## src/rtl/system_consts.sv

```systemverilog
// Shared SDRAM interface widths, channel naming and arbiter state encoding.
package system_consts;

    localparam int unsigned SDR_AW  = 27;
    localparam int unsigned SDR_DW  = 64;
    localparam int unsigned SDR_BEW = 8;

    typedef enum logic [2:0] {
        CH_SCN0    = 3'd0,
        CH_SCN_MUX = 3'd1,
        CH_AUDIO   = 3'd2,
        CH_CPU     = 3'd3,
        CH_ROM     = 3'd4
    } ch_idx_e;

    typedef enum logic [1:0] {
        StSync   = 2'd0,
        StIdle   = 2'd1,
        StActive = 2'd2
    } arb_state_e;

    function automatic int unsigned idx_width(input int unsigned n);
        return (n > 1) ? $clog2(n) : 1;
    endfunction

endpackage

```

## src/rtl/sdr_prio_select.sv

```systemverilog
// Combinational winner pick: lowest-index starved request, else lowest-index pending request.
module sdr_prio_select
    import system_consts::*;
#(
    parameter int unsigned NUM_CH = 5,
    parameter int unsigned IDX_W  = idx_width(NUM_CH)
) (
    input  logic [NUM_CH-1:0] i_pending,
    input  logic [NUM_CH-1:0] i_starved,
    output logic [NUM_CH-1:0] o_onehot,
    output logic [IDX_W-1:0]  o_idx,
    output logic              o_valid
);

    logic [NUM_CH-1:0] w_cand;

    always_comb begin
        w_cand   = ((i_starved & i_pending) != '0) ? (i_starved & i_pending) : i_pending;
        o_onehot = '0;
        o_idx    = '0;
        // Scan downwards so the lowest set index is the last one written.
        for (int i = NUM_CH - 1; i >= 0; i--) begin
            if (w_cand[i]) begin
                o_onehot    = '0;
                o_onehot[i] = 1'b1;
                o_idx       = IDX_W'(i);
            end
        end
    end

    assign o_valid = |i_pending;

endmodule

```

## src/rtl/sdr_ch_arbiter.sv

```systemverilog
// Multi-channel toggle-handshake arbiter in front of a single SDRAM controller port,
// with fixed priority plus starvation promotion.
module sdr_ch_arbiter
    import system_consts::*;
#(
    parameter int unsigned NUM_CH       = 5,
    parameter int unsigned STARVE_LIMIT = 8
) (
    input  logic                             clk,
    input  logic                             reset,
    input  logic [NUM_CH-1:0]                ch_req,
    output logic [NUM_CH-1:0]                ch_ack,
    input  logic [NUM_CH-1:0][SDR_AW-1:0]    ch_addr,
    input  logic [NUM_CH-1:0]                ch_rw,
    input  logic [NUM_CH-1:0][SDR_DW-1:0]    ch_data,
    input  logic [NUM_CH-1:0][SDR_BEW-1:0]   ch_be,
    output logic [NUM_CH-1:0][SDR_DW-1:0]    ch_q,
    output logic [SDR_AW-1:0]                sdr_addr,
    output logic [SDR_DW-1:0]                sdr_data,
    output logic [SDR_BEW-1:0]               sdr_be,
    output logic                             sdr_rw,
    output logic                             sdr_req,
    input  logic                             sdr_ack,
    input  logic [SDR_DW-1:0]                sdr_q,
    output logic                             busy
);

    localparam int unsigned AGE_W   = $clog2(STARVE_LIMIT + 1);
    localparam int unsigned IDX_W   = idx_width(NUM_CH);
    localparam logic [AGE_W-1:0] AGE_MAX = AGE_W'(STARVE_LIMIT);

    arb_state_e                         r_state;
    arb_state_e                         w_state_next;
    logic [NUM_CH-1:0]                  r_ch_ack;
    logic [NUM_CH-1:0][AGE_W-1:0]       r_age;
    logic [NUM_CH-1:0][AGE_W-1:0]       w_age_next;
    logic [IDX_W-1:0]                   r_grant;
    logic                               r_req_snap;
    logic [SDR_AW-1:0]                  r_sdr_addr;
    logic [SDR_DW-1:0]                  r_sdr_data;
    logic [SDR_BEW-1:0]                 r_sdr_be;
    logic                               r_sdr_rw;
    logic                               r_sdr_req;
    logic [NUM_CH-1:0][SDR_DW-1:0]      r_ch_q;

    logic [NUM_CH-1:0]                  w_pending;
    logic [NUM_CH-1:0]                  w_starved;
    logic [NUM_CH-1:0]                  w_sel_onehot;
    logic [IDX_W-1:0]                   w_sel_idx;
    logic                               w_sel_valid;
    logic                               w_issue;
    logic                               w_complete;

    assign w_pending = ch_req ^ r_ch_ack;

    sdr_prio_select #(
        .NUM_CH (NUM_CH),
        .IDX_W  (IDX_W)
    ) u_prio_select (
        .i_pending (w_pending),
        .i_starved (w_starved),
        .o_onehot  (w_sel_onehot),
        .o_idx     (w_sel_idx),
        .o_valid   (w_sel_valid)
    );

    always_comb begin
        w_state_next = r_state;
        w_issue      = 1'b0;
        w_complete   = 1'b0;
        case (r_state)
            StSync: begin
                if (sdr_ack == r_sdr_req) begin
                    w_state_next = StIdle;
                end
            end
            StIdle: begin
                if (w_sel_valid) begin
                    w_issue      = 1'b1;
                    w_state_next = StActive;
                end
            end
            StActive: begin
                if (sdr_ack == r_sdr_req) begin
                    w_complete   = 1'b1;
                    w_state_next = StIdle;
                end
            end
            default: begin
                w_state_next = StSync;
            end
        endcase
    end

    always_comb begin
        for (int i = 0; i < NUM_CH; i++) begin
            w_age_next[i] = r_age[i];
            w_starved[i]  = (r_age[i] == AGE_MAX);
            if (w_issue) begin
                if (w_sel_onehot[i] || !w_pending[i]) begin
                    w_age_next[i] = '0;
                end else if (r_age[i] != AGE_MAX) begin
                    w_age_next[i] = r_age[i] + 1'b1;
                end
            end
        end
    end

    always_ff @(posedge clk) begin
        if (reset) begin
            r_state    <= StSync;
            r_ch_ack   <= '0;
            r_age      <= '0;
            r_grant    <= '0;
            r_req_snap <= 1'b0;
            r_sdr_addr <= '0;
            r_sdr_data <= '0;
            r_sdr_be   <= '0;
            r_sdr_rw   <= 1'b1;
            r_sdr_req  <= 1'b0;
            r_ch_q     <= '0;
        end else begin
            r_state <= w_state_next;
            r_age   <= w_age_next;
            if (w_issue) begin
                r_grant    <= w_sel_idx;
                r_req_snap <= ch_req[w_sel_idx];
                r_sdr_addr <= ch_addr[w_sel_idx];
                r_sdr_data <= ch_data[w_sel_idx];
                r_sdr_be   <= ch_be[w_sel_idx];
                r_sdr_rw   <= ch_rw[w_sel_idx];
                r_sdr_req  <= ~r_sdr_req;
            end
            if (w_complete) begin
                // Ack the request level seen at grant; a re-toggle during the transfer stays pending.
                r_ch_ack[r_grant] <= r_req_snap;
                if (r_sdr_rw) begin
                    r_ch_q[r_grant] <= sdr_q;
                end
            end
        end
    end

    assign ch_ack   = r_ch_ack;
    assign ch_q     = r_ch_q;
    assign sdr_addr = r_sdr_addr;
    assign sdr_data = r_sdr_data;
    assign sdr_be   = r_sdr_be;
    assign sdr_rw   = r_sdr_rw;
    assign sdr_req  = r_sdr_req;
    assign busy     = (r_state != StIdle);

endmodule

```

## config.mk

```make
export PLATFORM = sky130hd
export DESIGN_NAME = sdr_ch_arbiter
export DESIGN_NICKNAME = d
export VERILOG_FILES = /design/src/rtl/system_consts.sv /design/src/rtl/sdr_prio_select.sv /design/src/rtl/sdr_ch_arbiter.sv
export SDC_FILE = /design/constraint.sdc
export NUM_CORES = 1
export LEC_CHECK = 0
export BUFFER_PORTS_ARGS = -buffer_cell sky130_fd_sc_hd__buf_4
export CAP_MARGIN = 30
export CORE_AREA = 2 2 384 386
export CTS_CLUSTER_SIZE = 12
export DETAILED_ROUTE_END_ITERATION = 10
export DIE_AREA = 0 0 386 388
export PLACE_DENSITY_LB_ADDON = 0.1
export SLEW_MARGIN = 30
export SYNTH_ARGS = -nofsm -noshare
export SYNTH_HDL_FRONTEND = slang
export SYNTH_SLANG_ARGS = --single-unit
```

## constraint.sdc

```tcl
create_clock -name clk -period 3.2 [get_ports clk]
set_input_delay 0.16 -clock clk [delete_from_list [all_inputs] [get_ports clk]]
set_output_delay 0.16 -clock clk [all_outputs]
set_load 0.02 [all_outputs]
```

## After elaboration in Yosys (flattened, before gate mapping)

Cells that the tools add are included.

| operators by class | value |
|---|---|
| add/subtract/negate cells | 5 |
| magnitude comparators | 3 |
| equality and inequality tests | 16 |
| muxes and demuxes | 44 |
| bitwise operators | 3 |
| reduce and logical (&&, ||, !) cells | 27 |

Operators by type and width:

| operator | count |
|---|---|
| 320-bit bitwise mux | 1 |
| 64-bit binary-select mux with 3-bit select | 1 |
| 64-bit demux with 3-bit select | 1 |
| 64-bit 2-to-1 mux | 2 |
| 27-bit binary-select mux with 3-bit select | 1 |
| 4-bit 2-to-1 mux | 10 |
| 5-bit 2-to-1 mux | 6 |
| 27-bit 2-to-1 mux | 1 |
| 8-bit binary-select mux with 3-bit select | 1 |
| 4-bit by 1-bit adder with 4-bit output (second input constant) | 5 |
| 4-bit equality test (second input constant) | 5 |
| 4-bit inequality test (second input constant) | 5 |
| 3-bit 2-to-1 mux | 5 |
| 2-bit AND reduction | 7 |
| 2-bit nonzero test | 5 |
| 3-bit by 4-bit < comparator with 1-bit output (second input constant) | 2 |
| 8-bit 2-to-1 mux | 1 |
| 1-bit 2-to-1 mux | 7 |
| 1-bit binary-select mux with 3-bit select | 2 |
| 2-bit by 1-bit inequality test with 1-bit output (second input constant) | 3 |
| 5-bit AND | 1 |
| 5-bit bitwise mux | 1 |
| 1-bit logical NOT | 5 |
| 1-bit logical OR | 5 |
| 14 further kinds | 15 |

| word-level totals | value |
|---|---|
| bits in registers | 452 |
| input bits | 572 |
| logic and storage cells | 117 |

## Longest topological paths before layout

| depth | value |
|---|---|
| word-level depth | 12 |
| mapped depth | 13 |
| gate-level depth less buffers | 9 |

## Hierarchy

From an unflattened synthesis, not the netlist that was laid out.

| unflattened totals | value |
|---|---|
| cells, all modules | 2626 |
| area total of the unflattened synthesis | 20698.6 µm² |

By module, submodules not included:

| module | instances | cells an instance | area an instance (µm²) | seq. area each (µm²) |
|---|---|---|---|---|
| sdr_ch_arbiter | 1 | 2599 | 20507.2 | 9048.7 |
| sdr_prio_select | 1 | 27 | 191.4 | 0.0 |

## Worst setup path before layout

No wires, ideal clock.

| path | value |
|---|---|
| path kind | reg-to-reg |
| start | register r_age[0] in the netlist's numbering |
| end | register r_sdr_be[5], in the netlist sdr_be[5] |
| arrival | 2.469 ns |
| setup slack | 0.617 ns |
| stages on the path, launching flop included | 12 |
| buffers on the path | 2 |
| period minus slack after synthesis | 2.583 ns |
| cells stage by stage | dfxtp_1 > inv_1 > ha_1 > and3b_1 > a22oi_2 > a41o_1 > buf_4 > a21oi_4 > o22ai_4 > buf_6 > mux4_2 > a21o_1 |

| on the way | value |
|---|---|
| word-level cells in the longest chain between the ends | 11 |

RTL lines:

| item | line | RTL |
|---|---|---|
| start: declaration | sdr_ch_arbiter.sv:35 | `logic [NUM_CH-1:0][AGE_W-1:0] r_age;` |
| start signal: assignment | sdr_ch_arbiter.sv:124 | `r_age <= w_age_next;` |
| 4-bit equality test (*) | sdr_ch_arbiter.sv:98 | `w_starved[i] = (r_age[i] == AGE_MAX);` |
| 5-bit AND (*) | sdr_prio_select.sv:18 | `w_cand = ((i_starved & i_pending) != '0) ? (i_starved & i_pending) : i_pending;` |
| 5-bit nonzero test | sdr_prio_select.sv:18 |  |
| 5-bit 2-to-1 mux (*) | sdr_prio_select.sv:18 |  |
| 3-bit 2-to-1 mux (4 in series) | sdr_prio_select.sv:23 | `if (w_cand[i]) begin` |
| 3-bit 2-to-1 mux (*) | sdr_prio_select.sv:23 |  |
| 8-bit binary-select mux with 3-bit select (*) | sdr_ch_arbiter.sv:130 | `r_sdr_be <= ch_be[w_sel_idx];` |
| 8-bit 2-to-1 mux (implied by the code) (*) | sdr_ch_arbiter.sv:130 |  |
| end signal: assignment | sdr_ch_arbiter.sv:130 |  |
| end: declaration | sdr_ch_arbiter.sv:41 | `logic [SDR_BEW-1:0] r_sdr_be;` |

Mark *: on every way between the ends. The rest lies on a longest branch, timed or not. The select of a mux whose other input is x is not followed.
A chain may end at the register's enable or synchronous reset.

## Worst setup path after layout

| path | value |
|---|---|
| start | register r_ch_ack[2], in the netlist ch_ack[2] |
| end | register r_sdr_data[51], in the netlist sdr_data[51] |

| on the way | value |
|---|---|
| word-level cells in the longest chain between the ends | 11 |

RTL lines:

| item | line | RTL |
|---|---|---|
| start: declaration | sdr_ch_arbiter.sv:34 | `logic [NUM_CH-1:0] r_ch_ack;` |
| start signal: indexed assignment | sdr_ch_arbiter.sv:136 | `r_ch_ack[r_grant] <= r_req_snap;` |
| 5-bit bitwise XOR (*) | sdr_ch_arbiter.sv:54 | `assign w_pending = ch_req ^ r_ch_ack;` |
| 5-bit AND | sdr_prio_select.sv:18 |  |
| 5-bit nonzero test | sdr_prio_select.sv:18 |  |
| 5-bit 2-to-1 mux | sdr_prio_select.sv:18 |  |
| 3-bit 2-to-1 mux (5 in series) | sdr_prio_select.sv:23 |  |
| 64-bit binary-select mux with 3-bit select | sdr_ch_arbiter.sv:129 | `r_sdr_data <= ch_data[w_sel_idx];` |
| 64-bit 2-to-1 mux (implied by the code) | sdr_ch_arbiter.sv:129 |  |
| end signal: assignment | sdr_ch_arbiter.sv:129 |  |
| end: declaration | sdr_ch_arbiter.sv:40 | `logic [SDR_DW-1:0] r_sdr_data;` |

Marks and branches as above.

==> summary.md <==
| Metric | Value |
|---|---|
| Outcome | `finished clean` |
| Setup violators final | `0` |
| Netlist Area Pre-Place | `0.01976 mm^2` |
| Via count | `23.63k` |
| Post-synthesis adder-cell area fraction | `less than 1%` |
| Placed cell areas | `0.02966 mm^2` |
| GRT met1 Usage | `22.01%` |
| Register area share after synthesis | `45.80%` |
| Post-layout net count | `4495` |
| Pins Over Slew Limit | `0` |
| Initial antenna violation count | `17` |
| CP endpoint kind | `flip-flop` |
| Clock sink count | `452` |
| Fill count | `15.93k` |
| CORE AREA | `0.1452 mm^2` |
| Syn. warnings | `0` |
| Family with the most delay on the worst path | `buffers and inverters` |
| Root buf cell | `clkbuf_16` |
| Cell Pwr Density | `446.2 mW/mm^2` |
| Design Area, Final | `~0.038 mm^2` |
| Async S/R FF share, synth | `0%` |
| CP cell instances | `xnor2_1, o22ai_1, nor2_1, a21oi_4, o22ai_4, buf_12, mux2i_1, dlygate4sd3_1, o221ai_1` |
| DRC | `0` |
| Initial drt markers | `about 1.2k` |
| Unrepaired setup endpoints after global routing | `false` |
| Net Count, Synth | `2998` |
| Slew headroom | `a little under two fifths` |
| Worst min path class | `in2reg` |
| Inserted Clock Buffers | `between 60 and 70` |
| Grt met3 use | `4.383%` |
| Max IR drop VDD | `320.2 uV` |
| Layout cells sized above 1 | `29.96%` |
| Worst-Margin Slew | `0.9293 ns` |
| Worst-Skew Late Latency | `0.67 ns` |
| Post-synth top cells | `761 x nand2_1, 452 x dfxtp_1, 340 x a21oi_1` |
| DIE HEIGHT | `388 um` |
| Max Cap Viol | `0` |
| Critical setup path kind | `reg2reg` |
| Post-synth EDFFs | `0` |
| H-tree lvl count | `3` |
| Io pins | `999` |
| Minimum clock period | `2.993 ns` |
| Biggest cell delay along the critical path | `0.58 ns` |
| Final Skew | `0.02607 ns` |
| Syn Inst Count | `2416` |
| Row cnt | `140` |
| Clock slew at reported path FFs | `0.06 ns` |
| Critical path buffers and inverters | `2` |
| Slowest library cell on the worst path | `dlygate4sd3_1` |
| First-pass GRT wire length | `193100 um` |
| CTS max path bufs | `3` |
| Postcts setup bufs | `0` |
| Hpwl dp | `104700 um` |
| Static Leakage | `between 15 and 20 nW` |
| FMAX | `~330 MHz` |
| Most area-hungry cell type in the Yosys netlist | `dfxtp_1` |
| RePlAce Congestion | `0.8382` |
| Top post-synthesis cells by area | `dfxtp_1 46%, nand2_1 14%, mux2i_1 10%, a21oi_1 8.6%, o221ai_1 4.2%` |
| Setup TNS | `0 ns` |
| Xor and xnor area share after synthesis | `0.7853%` |
| DRT Wirelength | `140500 um` |
| Initial Util | `13.61%` |
| Vias per inst | `4.014` |
| Count leader, synth | `nand2_1` |
| Count of final hold-check violations | `0` |
| Yosys top cell area share | `45.80%` |
| # port buffers | `998` |
| Crit share post-route | `between 90 and 100%` |
| Critical Path Start Type | `flip-flop` |
| Distinct cells, synth | `56` |
| Mux cell area share after synthesis | `10.61%` |
| #FFs+latches synth | `around 450` |
| Number of routed nets with antenna violations | `0` |
| Grt ovf | `0` |
| Syn avg cell area | `8.177 um^2` |
| Die width | `about 390 um` |
| Die area | `~0.15 mm^2` |
| Top Usage Layer GRT | `met2` |
| Routed len/inst | `23.85 um` |
| Crit-path max FO | `20` |
| Largest family of logic cells by synthesized area | `simple AND/OR/NAND/NOR gates` |
| Post-Synth Simple-Gate Area | `19.85%` |
| GRT Total Usage | `18.11%` |
| CTS tree | `yes` |
| WP data arrival | `between 3 and 4 ns` |
| Area grow syn2layout | `90.29%` |
| Drt first pass iters | `5` |
| Largest net degree at the start of global routing | `around 160` |
| Vias in the first global route | `24.32k` |
| Worst Path Required | `roughly 3.7 ns` |
| Dominant synthesized flop cell | `dfxtp_1` |
| Compound-Gate Fraction of Synth Area | `17.88%` |
| Met2 GRT Util | `30.93%` |
==> worst min-delay path: cells and delay by family <==
| family | cells | cell delay (ns) |
|---|---|---|
| XOR/XNOR | 1 | 0.27 |
| AND/OR/NAND/NOR | 2 | 0.18 |
| AO/OA/AOI/OAI | 1 | 0.16 |
| buffers and inverters | 1 | 0.12 |
==> report_power, final <==
part / leakage [nW] / internal [mW] / total, mW / switching (mW)
clock network: 1.07 / 4.30 / 7.49 / 3.19
registers: 3.65 / 5.82 / 6.06 / 0.236
logic: 10.5 / 1.58 / 3.23 / 1.65
total: 15.2 / 11.7 / 16.8 / 5.07
==> registers in the layout, indices dropped and copies added, names as in the netlist <==
register / count
ch_q: 320
sdr_data: 64
sdr_addr: 27
r_age: 20
sdr_be: 8
ch_ack: 5
r_grant: 3
r_state: 2
r_req_snap: 1
sdr_req: 1
sdr_rw: 1
==> cells by family after synthesis <==
kind of cell | after synthesis
adders and majority gates | 10
buffers and inverters | 206
AOI/OAI and AO/OA | 569
muxes | 204
xor gates and xnor gates | 16
DFF | 452
and+or+nand+nor | 959
==> layer usage <==
metal  vias to the layer above  part of all wire (%)
li1                      11320                     -
met1                     11320                    42
met2                       820                    48
met3                       155                   6.4
met4                        10                   3.3
met5                         -                 0.045
==> per-stage QoR <==
stage / power, mW / cells / util [%] / hold WS [ns] / setup WS, ns
floorplan: 7.092 / 2416 / - / 0.2960 / 0.6169
global placement: 8.808 / 5190 / 20.41 / 0.4435 / 0.3330
detailed placement: 8.798 / 5191 / 20.42 / 0.4466 / 0.3250
CTS: 17.17 / 5882 / 25.88 / 0.1523 / 0.1135
global route: 17.52 / 5886 / 25.89 / 0.2263 / 0.003487
finish: 16.77 / 5888 / 25.89 / 0.2784 / 0.2066
==> final cells by class <==
class	count	area [um^2]	share of cell area, %
Clock inverter	18	232.7	0.6190
Clock buffer	102	1967	5.232
Tap cell	1917	2399	6.380
Multi-Input combinational cell	1758	9956	26.48
Inverter	11	41.29	0.1098
Antenna cell	6	15.01	0.03994
Timing Repair Buffer	1624	13940	37.07
Sequential cell	452	9049	24.07
==> cells in the final DEF, fill, tap and decap left out, types with 3 or more instances in the layout <==
cell,instances
o221ai_1,94
diode_2,6
a21o_1,98
buf_12,23
nor3b_1,3
mux4_2,4
clkinv_2,10
xor2_1,8
o21bai_1,3
mux2i_1,197
and3b_1,4
nor3_1,10
nand3_1,98
a21oi_1,339
clkbuf_8,18
nand3b_1,12
o21ai_0,15
clkbuf_16,66
buf_4,1028
dfxtp_1,452
ha_1,10
nand3_4,3
nand2b_1,3
xnor2_1,6
nand2_4,3
nor2_1,35
nand2_1,758
nand4b_1,4
dlygate4sd3_1,571
nor2_4,3
clkinv_16,5
clkbuf_1,18
inv_1,11
nor2b_1,3
==> path summary, 6_finish.rpt <==
check,startpoint,to,slack [ns],cells past startpoint
setup / recovery,ch_ack[2]$_SDFFE_PP0P_,sdr_data[51]$_SDFFE_PP0P_,0.21,9
hold / removal,ch_req[2],r_age[8]$_SDFFE_PP0P_,0.28,5
setup reg to reg,ch_ack[2]$_SDFFE_PP0P_,sdr_data[51]$_SDFFE_PP0P_,0.21,9
hold reg to reg,ch_q[291]$_SDFFE_PP0P_,ch_q[291]$_SDFFE_PP0P_,0.45,2
==> what timing repair did <==
| action | CTS | global route |
|---|---|---|
| hold endpoints to repair | 426 | 0 |
| hold buffers | 571 | 0 |
| endpoints found under the setup margin | 0 | 1 |
| resized for setup | 0 | 1 |
Note: power is estimated with default switching activity, not from simulation.
